<file path="src/rtl/pc_sequencer.sv">
// Fetch-stage program counter: steps by INCREMENT, honours stall, redirect, trap and halt/resume.
// Build option: define PC_MISALIGN_TRAP_EN to trap misaligned redirects instead of truncating them.
//
//   state   | meaning
//   --------+---------------------------------------------------------
//   ST_BOOT | first cycle after reset, pc not yet fetchable
//   ST_RUN  | normal fetch, pc advances or follows redirect/trap
//   ST_HALT | debug halt, pc frozen until resume_i or trap_i
module pc_sequencer #(
   parameter int unsigned ARCHITECTURE = 32,
   parameter int unsigned INCREMENT    = 4,
   parameter logic [31:0] RESET_VECTOR = 32'h0000_0000,
   parameter logic [31:0] TRAP_VECTOR  = 32'h0000_0100
) (
   input  logic                    clk_i,
   input  logic                    rst_n_i,
   input  logic                    stall_i,
   input  logic                    redirect_valid_i,
   input  logic [ARCHITECTURE-1:0] redirect_target_i,
   input  logic                    trap_i,
   input  logic                    halt_i,
   input  logic                    resume_i,
   output logic [ARCHITECTURE-1:0] pc_o,
   output logic                    pc_valid_o,
   output logic [ARCHITECTURE-1:0] pc_prev_o,
   output logic                    misaligned_o
);

   localparam logic [1:0] ST_BOOT = 2'd0;
   localparam logic [1:0] ST_RUN  = 2'd1;
   localparam logic [1:0] ST_HALT = 2'd2;

   localparam logic [ARCHITECTURE-1:0] RST_PC     = ARCHITECTURE'(RESET_VECTOR);
   localparam logic [ARCHITECTURE-1:0] TRAP_PC    = ARCHITECTURE'(TRAP_VECTOR);
   localparam logic [ARCHITECTURE-1:0] STEP       = ARCHITECTURE'(INCREMENT);
   // INCREMENT is a power of two, so INCREMENT-1 selects exactly the alignment bits.
   localparam logic [ARCHITECTURE-1:0] ALIGN_MASK = ARCHITECTURE'(INCREMENT - 1);

   logic [1:0]              state_q, state_d;
   logic [ARCHITECTURE-1:0] pc_q, pc_d;
   logic [ARCHITECTURE-1:0] prev_q;
   logic                    valid_q;
   logic                    redir_misaligned;
   logic [ARCHITECTURE-1:0] redir_aligned_tgt;

   assign redir_misaligned  = |(redirect_target_i & ALIGN_MASK);
   assign redir_aligned_tgt = redirect_target_i & ~ALIGN_MASK;

`ifdef PC_MISALIGN_TRAP_EN
   logic mis_d, mis_q;
`endif

   always_comb begin
      state_d = state_q;
      pc_d    = pc_q;
`ifdef PC_MISALIGN_TRAP_EN
      mis_d   = 1'b0;
`endif
      case (state_q)
         ST_BOOT: state_d = ST_RUN;
         ST_RUN: begin
            if (trap_i) begin
               pc_d = TRAP_PC;
            end else if (redirect_valid_i) begin
               if (!redir_misaligned) begin
                  pc_d = redirect_target_i;
               end else begin
`ifdef PC_MISALIGN_TRAP_EN
                  pc_d  = TRAP_PC;
                  mis_d = 1'b1;
`else
                  pc_d  = redir_aligned_tgt;
`endif
               end
            end else if (halt_i) begin
               state_d = ST_HALT;
            end else if (!stall_i) begin
               pc_d = pc_q + STEP;
            end
         end
         ST_HALT: begin
            if (trap_i) begin
               pc_d    = TRAP_PC;
               state_d = ST_RUN;
            end else if (resume_i) begin
               state_d = ST_RUN;
            end
         end
         // Unused encoding: restart cleanly through BOOT.
         default: state_d = ST_BOOT;
      endcase
   end

   always_ff @(posedge clk_i or negedge rst_n_i) begin
      if (!rst_n_i) begin
         state_q <= ST_BOOT;
         pc_q    <= RST_PC;
         prev_q  <= RST_PC;
         valid_q <= 1'b0;
      end else begin
         state_q <= state_d;
         pc_q    <= pc_d;
         if (pc_d != pc_q) begin
            prev_q <= pc_q;
         end
         valid_q <= (state_d == ST_RUN);
      end
   end

`ifdef PC_MISALIGN_TRAP_EN
   always_ff @(posedge clk_i or negedge rst_n_i) begin
      if (!rst_n_i) begin
         mis_q <= 1'b0;
      end else begin
         mis_q <= mis_d;
      end
   end
   assign misaligned_o = mis_q;
`else
   assign misaligned_o = 1'b0;
`endif

   assign pc_o       = pc_q;
   assign pc_prev_o  = prev_q;
   assign pc_valid_o = valid_q;

endmodule

</file>
<file path="config.mk">
export PLATFORM = sky130hd
export DESIGN_NAME = pc_sequencer
export DESIGN_NICKNAME = d
export VERILOG_FILES = /design/src/rtl/pc_sequencer.sv
export SDC_FILE = /design/constraint.sdc
export NUM_CORES = 1
export LEC_CHECK = 0
export ABC_AREA = 0
export BUFFER_PORTS_ARGS = -buffer_cell sky130_fd_sc_hd__buf_2
export CORE_ASPECT_RATIO = 1.2
export CORE_MARGIN = 2
export CORE_UTILIZATION = 45
export DETAILED_ROUTE_END_ITERATION = 8
export HOLD_SLACK_MARGIN = 0.12
export PLACE_DENSITY = 0.68
export SYNTH_ARGS = -nofsm -noshare
export SYNTH_HDL_FRONTEND = slang
export SYNTH_SLANG_ARGS = --single-unit
</file>
<file path="constraint.sdc">
create_clock -name clk_i -period 10.4 [get_ports clk_i]
set_clock_uncertainty 0.2 [all_clocks]
set_input_delay 2.08 -clock clk_i [delete_from_list [all_inputs] [get_ports clk_i]]
set_output_delay 2.08 -clock clk_i [all_outputs]
set_load 0.02 [all_outputs]
</file>
After elaboration in Yosys (flattened, before gate mapping)

Cells that the tools add are included.

Bits in registers: 67
Input bits: 39
Output and inout port bits: 66
Logic and storage cells: 24

$add $sub $neg: 1
Eq/ne operators: 4
Mux-type cells: 13
Reduce and logical (&&, ||, !) cells: 2

Operator list:

| operator              | count |
|---|---|
| $mux 32               | 5 |
| $pmux 32 s2           | 1 |
| $add 32x3->32 const B | 1 |
| $ne 32x32->1          | 1 |
| $mux 2                | 6 |
| $pmux 2 s3            | 1 |
| $eq 2x1->1 const B    | 2 |
| $eq 2x2->1 const B    | 1 |
| $logic_not 2->1       | 1 |
| $reduce_or 2->1       | 1 |

Depth between registers and ports, before layout

Gate-level depths: netlist of the first run.

Word-level depth: 7
Mapped depth: 15
Depth with buffers taken out: 10

Worst setup path after synthesis of the first run

OpenSTA, ideal clock, no wires.

Kind: in2reg
From: in stall_i
To: reg prev_q[10] (netlist: pc_prev_o[10])
Library setup time: 0.125 ns
Arrival time: 4.430 ns
Required time: 10.075 ns
Slack: 5.645 ns
Cell stages on the path: 11
Buffers on the path: 3
Cell sequence: or3b_1 > buf_2 > or4_1 > or2_1 > o21ai_0 > a222oi_1 > a21oi_1 > or4_1 > buf_6 > buf_12 > mux2_4

Word-level cells in the longest chain between the ends: 6

Ends and longest elaborated chain:

| what                 | RTL line | RTL |
|---|---|---|
| start, declared      | 17       | `input logic stall_i,` |
| $mux 32              | 77       | `end else if (!stall_i) begin` |
| $mux 32              | 75       | `end else if (halt_i) begin` |
| $mux 32              | 64       | `end else if (redirect_valid_i) begin` |
| $mux 32              | 62       | `if (trap_i) begin` |
| $pmux 32 s2          | 59       | `case (state_q)` |
| $ne 32x32->1         | 103      | `if (pc_d != pc_q) begin` |
| end signal, assigned | 104      | `prev_q <= pc_q;` |
| end, declared        | 41       | `logic [ARCHITECTURE-1:0] prev_q;` |

Every way passes these cells.
A chain may end at the register's enable or synchronous reset.

Final worst setup path of the first run

From: in trap_i
To: reg prev_q[13] (netlist: pc_prev_o[13])

Word-level cells in the longest chain between the ends: 3
Elaborated cells between the ends (all ways): 4
Those cells by class: eq/ne (1); mux (3)

Ends and longest elaborated chain:

| what                       | RTL line | RTL |
|---|---|---|
| start, declared            | 20       | `input logic trap_i,` |
| $mux 32 (on tied branches) | 82, 62   |  |
| $pmux 32 s2 (*)            | 59       |  |
| $ne 32x32->1 (*)           | 103      |  |

Every way passes the cells marked *; elsewhere a longest branch is shown, timed or not.

==> results of run 1 <==
-- per-layer routing --
| layer | vias up | part of all wire |
|---|---|---|
| met4 | 0 | 0.030 |
| met1 | 2403 | 0.41 |
| met3 | 42 | 0.064 |
| met5 | - | 0 |
| met2 | 261 | 0.49 |
| li1 | 2247 | - |
-- worst paths after layout --
check	startpoint	to	slack, ps
setup reg to reg	state_q[1]	pc_prev_o[13]	5160
setup / recovery	trap_i	pc_prev_o[13]	4300
hold reg to reg	pc_prev_o[12]	pc_prev_o[12]	310
hold / removal	pc_prev_o[12]	pc_prev_o[12]	310
max in group asynchronous	rst_n_i	pc_o[3]	7700
min in group asynchronous	rst_n_i	pc_prev_o[18]	1740
-- stage by stage --
step | total power [W] | cells | worst slack [ps] | util
floorplan | 0.00118 | 581 | 5640 | -
global placement | 0.00136 | 757 | 4070 | 0.499
detailed placement | 0.00137 | 757 | 4040 | 0.499
CTS | 0.00171 | 772 | 4380 | 0.528
global route | 0.00181 | 772 | 4130 | 0.528
finish | 0.00171 | 772 | 4300 | 0.528
-- registers in the layout (all words and copies together), names as in the netlist --
| register | count |
|---|---|
| pc_o | 32 |
| pc_prev_o | 32 |
| state_q | 2 |
| pc_valid_o | 1 |
-- cell usage in the layout (no fill, tap or decap), types with 18 or more instances in the layout --
cell / synthesis / final
a21oi_1: 37 / 37
buf_2: 18 / 101
dfrtp_1: 67 / 67
inv_1: 26 / 26
mux2_4: 30 / 30
nand2_1: 42 / 42
nand3_1: 21 / 21
nand4_1: 18 / 18
nor2_1: 41 / 41
o21ai_0: 68 / 68
-- area by class of cell --
class	instances	area, um^2
clock buffers	10	239
clock inverters	5	77.6
fillers	1031	5010
inverters	27	101
multi-input cells	429	2820
flip-flops and latches	67	1680
well taps	129	161
repair buffers	105	536
-- worst max-delay path, cell delays in order --
cell       delay (ps)
buf_2             180
and3b_1           810
nand2_4           330
a21oi_1           370
a21oi_1           110
a2111oi_2         420
nand4_1           120
or4_2            1190
mux2_4            470
-- power breakdown --
group          switching [W]  leakage [nW]  internal [W]
logic               0.000520          1.56      0.000347
clock network       0.000114         0.154      0.000214
registers           0.000163         0.909      0.000353
total               0.000797          2.63      0.000913
-- cells by family after synthesis --
family / after synthesis / synth area share
AND/OR/NAND/NOR: 205 / 0.225
AO/OA/AOI/OAI: 178 / 0.223
buffers and inverters: 85 / 0.0885
flip-flops: 67 / 0.340
multiplexers: 34 / 0.0999
XOR/XNOR: 6 / 0.0107
adder cells (fa/ha/maj): 5 / 0.0127
other: 1 / 0.000760
==> impl_metrics.csv, run 1 <==
group,metric,value,unit
outcome,status,"completed",
detailed_routing,drtIter0Drc,437,
worst_setup_path,worstSetupPathType,"in -> reg",
finish,drive_above_1_share,0.252,
logic_synthesis,synth.distinct_cells,72,
logic_synthesis,ys_seq_area_frac,0.340,
logic_synthesis,avgSynthCellArea,8.49,um^2
placement,dp_hpwl,11.8,mm
power_and_ir_drop,leakagePower,2.63,nW
logic_synthesis,yosysMostFrequentCell,"o21ai_0",
global_routing,grt_antenna_before_repair,0,
worst_hold_path,min_path_type,"reg -> reg",
cts,clock_latency,340,ps
cts,hold_buffers,0,
cts,cts_resized,0,
cts,root_buffer,"clkbuf_16",
die,core-area,10600,um^2
logic_synthesis,synth_nets,625,
die,die_w,99.6,um
placement,io_buffers,101,
detailed_routing,totalWireLength,16.9,mm
finish,antenna_cells,0,
worst_setup_path,endpoint_kind,"flip-flop",
detailed_routing,via_count,4953,
timing,rsz0062_at_grt,"no",
global_routing,grt_pass1_vias,4887,
global_routing,use_met3,0.0449,
logic_synthesis,yosys-top-cells-count,"68 x o21ai_0, 67 x dfrtp_1, 42 x nand2_1",
detailed_routing,drc,0,
logic_synthesis,syn_inst,581,
die,core.rowCount,41,
placement,place_congestion,0.965,
global_routing,gr-max-usage-layer,"met2",
detailed_routing,antenna_left,0,
finish,layout.nets,683,
timing,fmax,0.164,GHz
timing,slew_viol_final,0,
timing,hold_slack,306,ps
global_routing,grt_max_degree,74,
finish,final_cell_area,5610,um^2
logic_synthesis,ys_ff_latch,67,
global_routing,groute.usage.overall,0.291,
logic_synthesis,synth_area_leaders,"dfrtp_1 34%, mux2_4 9.1%, o21ai_0 6.9%, a21oi_1 3.8%, nand2_1 3.2%",
cts,cts_tree,"yes",
global_routing,grtUsageMet1,0.382,
placement,dpl_cell_area,5300,um^2
timing,worstMarginPinSlew,1090,ps
die,dieArea,11800,um^2
timing,hold_violations,0,
timing,min_period,6100,ps
cts,path_clk_slew,50,ps
worst_setup_path,cp.required,10410,ps
logic_synthesis,synth_top_area_frac,0.340,
worst_setup_path,cp-start-kind,"input port",
timing,fin_tns_setup,0,ps
global_routing,grt_first_pass_wirelength,27.1,mm
cts,clk_path_buf_depth,2,
die,die_h,119,um
power_and_ir_drop,p_per_area,305,nW/um^2
logic_synthesis,synth_area,4930,um^2
run,maxCapViolations,0,
timing,setup_viol,0,
global_routing,grt-ovfl-total,0,
cts,htree_levels,3,
timing,max_slew_margin,0.274,
logic_synthesis,ys_warn_count,0,
cts,numCtsBuffers,9,
detailed_routing,dr.pass1.iters,5,
logic_synthesis,synth_top_area_cell,"dfrtp_1",
global_routing,grtUsageMet2,0.471,
detailed_routing,wl_per_cell,21.9,um
detailed_routing,vias_per_cell,6.42,
cts,post_cts_buffers,0,
finish,syn_to_final_growth,13.8,%
power_and_ir_drop,max-vdd-ir-drop,0.212,mV
worst_setup_path,cp.arrival,6120,ps
logic_synthesis,ys.flop_type,"dfrtp_1",
worst_hold_path,min_path_cells,1,
logic_synthesis,synthArstFlopShare,1.00,
die,initial_core_util,0.464,
cts,cts.sinks,67,
worst_setup_path,critPathMaxFanout,32,
worst_setup_path,r2r_cells,10,
logic_synthesis,synth_edf_count,0,
timing,fin_crit_sh,0.587,
die,num_io_pins,105,
Power figures use the tool's default switching activity.
==> inputs of run 2 (changes only) <==
Settings changed: ABC_AREA 0 to 1.
Clock period 10.4 ns to 5.7 ns, I/O delays scaled along.
==> run 2 against run 1 <==
Compared with the run above:
- die area decreased by 5.9%
- critical path depth rose by 7
- design area decreased by 2.0%
- sequential share of layout area grew 0.62 points
- area after synthesis down 6.1%
- total power up 89%
- count of clock-buffer cells in the layout increased by 2
==> impl_metrics.csv, run 2 <==
group,metric,value,unit
run,maxCapViolations,0,
worst_setup_path,r2r_cells,15,
die,dieArea,11100,um^2
worst_setup_path,cpMostUsedCell,"nand2_1",
worst_setup_path,r2r-start,"state_q[0]",
timing,fin_tns_setup,0,ps
worst_setup_path,endpoint_kind,"flip-flop",
die,die_h,115,um
finish,drive_above_1_share,0.177,
worst_setup_path,worstSetupPathType,"in -> reg",
worst_setup_path,cp_cell_sequence,"buf_2 -> inv_2 -> buf_4 -> nor2_1 -> nor2_1 -> nand2_1 -> nand3_1 -> nand2_1 -> inv_1 -> nand2_1 -> nor2_1 -> nand3_2 -> nor2_8 -> nand2_4 -> nand2_1 -> nand2_1",
cts,root_buffer,"clkbuf_16",
placement,dpl_cell_area,5170,um^2
die,core.rowCount,40,
detailed_routing,dr.pass1.iters,5,
detailed_routing,vias_per_cell,5.30,
logic_synthesis,synth_nets,770,
logic_synthesis,ys_seq_area_frac,0.362,
die,num_io_pins,105,
worst_hold_path,min-delay-start,"pc_prev_o[17]",
worst_setup_path,rr_endpoint,"pc_prev_o[0]",
finish,post-route-util,0.549,
outcome,status,"completed",
logic_synthesis,synth_area,4630,um^2
finish,final_cell_mix,"252 x nand2_1, 124 x nand3_1, 112 x nor2_1",
worst_setup_path,reg2reg_setup_slack,1920,ps
global_routing,grt_antenna_before_repair,0,
timing,fin_crit_sh,0.705,
detailed_routing,via_count,5018,
detailed_routing,wl_per_cell,14.3,um
placement,place_inst,931,
global_routing,grt_first_pass_wirelength,21.9,mm
cts,cts_resized,0,
timing,slew_viol_final,0,
finish,final_common_cell,"nand2_1",
placement,io_buffers,101,
timing,hold_violations,0,
timing,rsz0062_at_grt,"no",
die,die_w,96.6,um
global_routing,groute.usage.overall,0.255,
worst_hold_path,min_path_cells,2,
worst_hold_path,min_path_type,"reg -> reg",
timing,worstMarginPinSlew,748,ps
worst_hold_path,min_delay_worst_endpoint,"pc_prev_o[17]",
cts,htree_levels,3,
cts,hold_buffers,0,
logic_synthesis,yosysMostFrequentCell,"nand2_1",
placement,place_congestion,0.952,
worst_setup_path,cp.arrival,4040,ps
timing,max_slew_margin,0.501,
die,core-area,10000,um^2
logic_synthesis,avgSynthCellArea,6.38,um^2
worst_setup_path,crit_buf_inv,4,
detailed_routing,antenna_left,0,
cts,clock_latency,340,ps
global_routing,grt_max_degree,45,
power_and_ir_drop,p_per_area,587,nW/um^2
timing,setup_viol,0,
finish,layout.nets,860,
cts,path_clk_slew,60,ps
logic_synthesis,synthArstFlopShare,1.00,
power_and_ir_drop,max-vdd-ir-drop,0.275,mV
power_and_ir_drop,leakagePower,2.93,nW
finish,antenna_cells,0,
logic_synthesis,yosys-top-cells-count,"252 x nand2_1, 124 x nand3_1, 112 x nor2_1",
logic_synthesis,synth_top_area_cell,"dfrtp_1",
logic_synthesis,synth_top_area_frac,0.362,
cts,clk_path_buf_depth,2,
logic_synthesis,ys_ff_latch,67,
placement,dp_hpwl,9.85,mm
logic_synthesis,ys_warn_count,0,
worst_setup_path,slowest_stage,"inv_2",
worst_setup_path,critPathMaxFanout,44,
cts,post_cts_buffers,0,
logic_synthesis,synth_area_leaders,"dfrtp_1 36%, nand2_1 20%, nand3_1 13%, nor2_1 9.1%, inv_1 4.9%",
logic_synthesis,synth_edf_count,0,
worst_setup_path,slowest_delay,540,ps
logic_synthesis,syn_inst,726,
logic_synthesis,ys.flop_type,"dfrtp_1",
timing,fmax,0.249,GHz
cts,cts.sinks,67,
detailed_routing,drtIter0Drc,377,
cts,cts_tree,"yes",
worst_setup_path,cp-start-kind,"input port",
timing,min_period,4020,ps
worst_setup_path,crit_family,"simple AND/OR/NAND/NOR gates",
finish,final_cells,947,
global_routing,grt-ovfl-total,0,
finish,syn_to_final_growth,18.8,%
cts,numCtsBuffers,9,
die,initial_core_util,0.462,
finish,final_cell_area,5500,um^2
logic_synthesis,synth.distinct_cells,35,
detailed_routing,drc,0,
global_routing,grt_pass1_vias,4534,
timing,hold_slack,308,ps
worst_setup_path,cp.required,5720,ps
detailed_routing,totalWireLength,13.5,mm
==> run 2: changes by cell type after synthesis, sizes merged, moves of 8 or more <==
cell / previous run / this run
nor2: 42 / 121
mux2: 32 / 0
clkbuf: 24 / 7
nand4: 18 / 6
nor4: 16 / 1
nand3: 21 / 126
nor3: 15 / 2
o22ai: 8 / 0
buf: 34 / 22
nand2: 44 / 256
o31ai: 8 / 0
o21ai: 68 / 36
a21oi: 37 / 5
inv: 27 / 63
==> run 2: per-stage QoR <==
step,power [W],setup WS (ps)
2_1_floorplan,0.00213,2590
3_5_place_dp,0.00261,1350
3_3_place_gp,0.00256,1370
5_1_grt,0.00347,1400
6_report,0.00323,1680
4_1_cts,0.00323,1710
==> run 2: worst reg2reg max path, stage by stage, from the launching register on <==
cell and delay (ps):
dfrtp_1 410, inv_1 80, ha_1 360, inv_1 70
a21oi_2 430, clkinv_1 480, nand2_1 190, nand2_2 70
nand2_1 50, nand2_1 70, nor2_1 130, nand3_2 140
nor2_8 440, nand2_4 360, nand2_1 170, nand2_1 60
==> run 2: cells by family after synthesis <==
logic type,count (synthesis),synth area share
adders and majority gates,5,0.0135
buffers and inverters,93,0.0900
and+or+nand+nor,515,0.480
DFF,67,0.362
AOI/OAI and AO/OA,45,0.0538
other,1,0.000810
==> run 2: power breakdown <==
| part | total [W] | switching, W | internal [W] |
|---|---|---|---|
| registers | 0.000954 | 0.000275 | 0.000679 |
| clock network | 0.000618 | 0.000212 | 0.000406 |
| logic | 0.00166 | 0.00117 | 0.000482 |
==> run 2: cell type report <==
class / count / area (um^2)
clock inverters: 4 / 72.6
flip-flops and latches: 67 / 1680
repair buffers: 108 / 558
well taps: 126 / 158
clock buffers: 12 / 256
fillers: 1040 / 4510
inverters: 64 / 240
multi-input cells: 566 / 2540
==> run 2: how the worst max path moves through the flow <==
stage	slack, ps	end	startpoint	cells past startpoint
final	1680	pc_prev_o[0]	redirect_valid_i	16
after global routing	1400	pc_prev_o[0]	redirect_valid_i	16
after CTS	1710	pc_prev_o[4]	redirect_valid_i	16
after detailed placement	1350	pc_prev_o[4]	redirect_valid_i	16
after global placement	1370	pc_prev_o[5]	redirect_valid_i	16
after floorplan	2590	pc_prev_o[8]	stall_i	18
==> run 2: layer usage <==
| layer | track usage | vias to the layer above | routed length [um] |
|---|---|---|---|
| met2 | 0.412 | 170 | 6610 |
| met3 | 0.0406 | 29 | 671 |
| met4 | 0.112 | 0 | 364 |
| met1 | 0.337 | 2327 | 5880 |
| li1 | - | 2492 | - |
| met5 | 0 | - | 0 |
==> inputs of run 3 (changes only) <==
Settings changed: ABC_AREA 1 to 0, PLACE_DENSITY 0.68 to 0.7.
Clock period 5.7 ns to 3.6 ns, I/O delays scaled along.
==> run 3 against run 2 <==
Compared with the run above:
- hold slack got worse by 33 ps
- wire length is 42% higher
- cell count is 5.2% lower
- sequential power up 37%
- highest routed layer unchanged
- largest cell class unchanged
==> impl_metrics.csv, run 3 (same netlist as run 1, synthesis figures left out) <==
group,metric,value,unit
outcome,status,"completed",
run,maxCapViolations,0,
timing,worst_slack,135,ps
worst_setup_path,crit_buf_inv,3,
die,initial_core_util,0.464,
placement,pre_cts_ws,-276,ps
worst_setup_path,worstSetupPathType,"reg -> reg",
global_routing,grt_first_pass_wirelength,30.1,mm
worst_hold_path,min_path_type,"in -> async",
worst_setup_path,cp.required,3620,ps
cts,numCtsBuffers,9,
detailed_routing,dr.pass1.iters,5,
timing,setup_viol,0,
detailed_routing,antenna_left,0,
cts,clk_path_buf_depth,2,
finish,fillers,963,
detailed_routing,wl_per_cell,21.4,um
cts,htree_levels,3,
finish,post-route-util,0.626,
global_routing,grt_max_degree,35,
detailed_routing,via_count,5423,
die,core.rowCount,41,
worst_setup_path,cp-start-kind,"flip-flop",
finish,drive_above_1_share,0.384,
timing,rsz0062_at_grt,"no",
timing,hold_violations,0,
timing,fin_crit_sh,0.962,
die,die_w,99.6,um
finish,register_area,1680,um^2
placement,io_buffers,101,
placement,dp_hpwl,14.8,mm
cts,path_clk_slew,60,ps
timing,min_period,3460,ps
worst_setup_path,r2r-start,"state_q[0]",
timing,worstMarginPinSlew,832,ps
timing,max_slew_margin,0.445,
worst_setup_path,crit_path_start,"state_q[0]",
timing,slew_viol_final,0,
worst_setup_path,cp.arrival,3480,ps
die,dieArea,11800,um^2
timing,fmax,0.289,GHz
worst_setup_path,slowest_delay,610,ps
detailed_routing,vias_per_cell,6.04,
placement,place_congestion,1.00,
die,num_io_pins,105,
cts,clock_latency,340,ps
die,die_h,119,um
timing,hold_slack,276,ps
finish,final_common_cell,"buf_4",
finish,antenna_cells,0,
finish,final_cells,898,
finish,final_cell_area,6650,um^2
global_routing,grt_antenna_before_repair,0,
detailed_routing,drtIter0Drc,384,
finish,syn_to_final_growth,34.8,%
cts,hold_buffers,0,
detailed_routing,drc,0,
finish,layout.nets,809,
worst_setup_path,cp_cell_sequence,"inv_1 -> ha_1 -> and3b_2 -> buf_4 -> nor2_1 -> a221oi_1 -> and4_1 -> a211oi_2 -> nand4_1 -> or4_4 -> buf_6 -> mux2_4",
global_routing,grt_pass1_vias,5367,
worst_setup_path,crit_family,"simple AND/OR/NAND/NOR gates",
worst_setup_path,endpoint_kind,"flip-flop",
cts,cts.sinks,67,
power_and_ir_drop,leakagePower,3.27,nW
power_and_ir_drop,max-vdd-ir-drop,0.411,mV
die,core-area,10600,um^2
finish,multi_input_area,2870,um^2
power_and_ir_drop,p_per_area,842,nW/um^2
finish,final_cell_mix,"125 x buf_4, 101 x buf_2, 68 x o21ai_0",
global_routing,groute.usage.overall,0.330,
detailed_routing,totalWireLength,19.2,mm
placement,place_inst,882,
placement,dpl_cell_area,6270,um^2
cts,cts_tree,"yes",
worst_setup_path,critPathMaxFanout,12,
cts,root_buffer,"clkbuf_16",
worst_setup_path,slowest_stage,"or4_4",
global_routing,grt-ovfl-total,0,
## run 3: cell count changes in the layout (fill, tap and decap cells not counted), moves of 13 or more
| cell | previous run | this run |
|---|---|---|
| nand2_1 | 252 | 42 |
| buf_4 | 7 | 125 |
| nand3_1 | 124 | 21 |
| nor2_1 | 112 | 41 |
| o21ai_0 | 28 | 68 |
| inv_1 | 61 | 26 |
| a21oi_1 | 4 | 37 |
| mux2_4 | 0 | 30 |
| nand4_1 | 5 | 18 |
| nor3_1 | 2 | 15 |
## run 3: layer usage
metal	vias to the layer above	global-route usage	wire (um)
met3	52	0.0390	1100
met2	255	0.541	9470
li1	2505	-	-
met5	-	0	0
met1	2611	0.430	7840
met4	0	0.154	812
## run 3: stage by stage
step | total power (W) | setup TNS [ps]
2_1_floorplan | 0.00342 | 0
3_5_place_dp | 0.00454 | -6940
4_1_cts | 0.00555 | 0
6_report | 0.00560 | 0
3_3_place_gp | 0.00449 | -5660
5_1_grt | 0.00590 | 0
## run 3: path summary, 6_finish.rpt
| path | end | cells past startpoint | slack (ps) |
|---|---|---|---|
| worst max-delay path | pc_prev_o[8] | 12 | 140 |
| worst min-delay path | pc_prev_o[18] | 1 | 280 |
| worst max register to register | pc_prev_o[8] | 12 | 140 |
| worst min register to register | pc_prev_o[30] | 1 | 300 |
| max in group asynchronous | pc_prev_o[7] | 2 | 2240 |
| min in group clk_i | pc_prev_o[30] | 1 | 300 |
## run 3: timing repair
item | 4_1_cts | 5_1_grt
endpoints found under the setup margin | 32 | 32
resized for setup | 4 | 7
cloned | 0 | 0
hold endpoints to repair | 0 | 0
pin swaps | 0 | 1
buffers inserted | 0 | 1
## run 3: worst reg2reg max path: stages (launching register included)
cell,delay [ps]
dfrtp_1,360
inv_1,60
ha_1,330
and3b_2,270
buf_4,170
nor2_1,90
a221oi_1,70
and4_1,240
a211oi_2,250
nand4_1,170
or4_4,610
buf_6,200
mux2_4,310
## run 3: report_power, final
group          internal (W)  switching [W]
Combinational       0.00146        0.00187
Sequential          0.00102       0.000291
Clock              0.000619       0.000345
Total               0.00310        0.00250
## run 3: layout make-up
type,count,area share
multi-input cells,429,0.431
flip-flops and latches,67,0.252
repair buffers,231,0.230
clock buffers,10,0.0359
well taps,129,0.0243
inverters,27,0.0152
clock inverters,5,0.0117
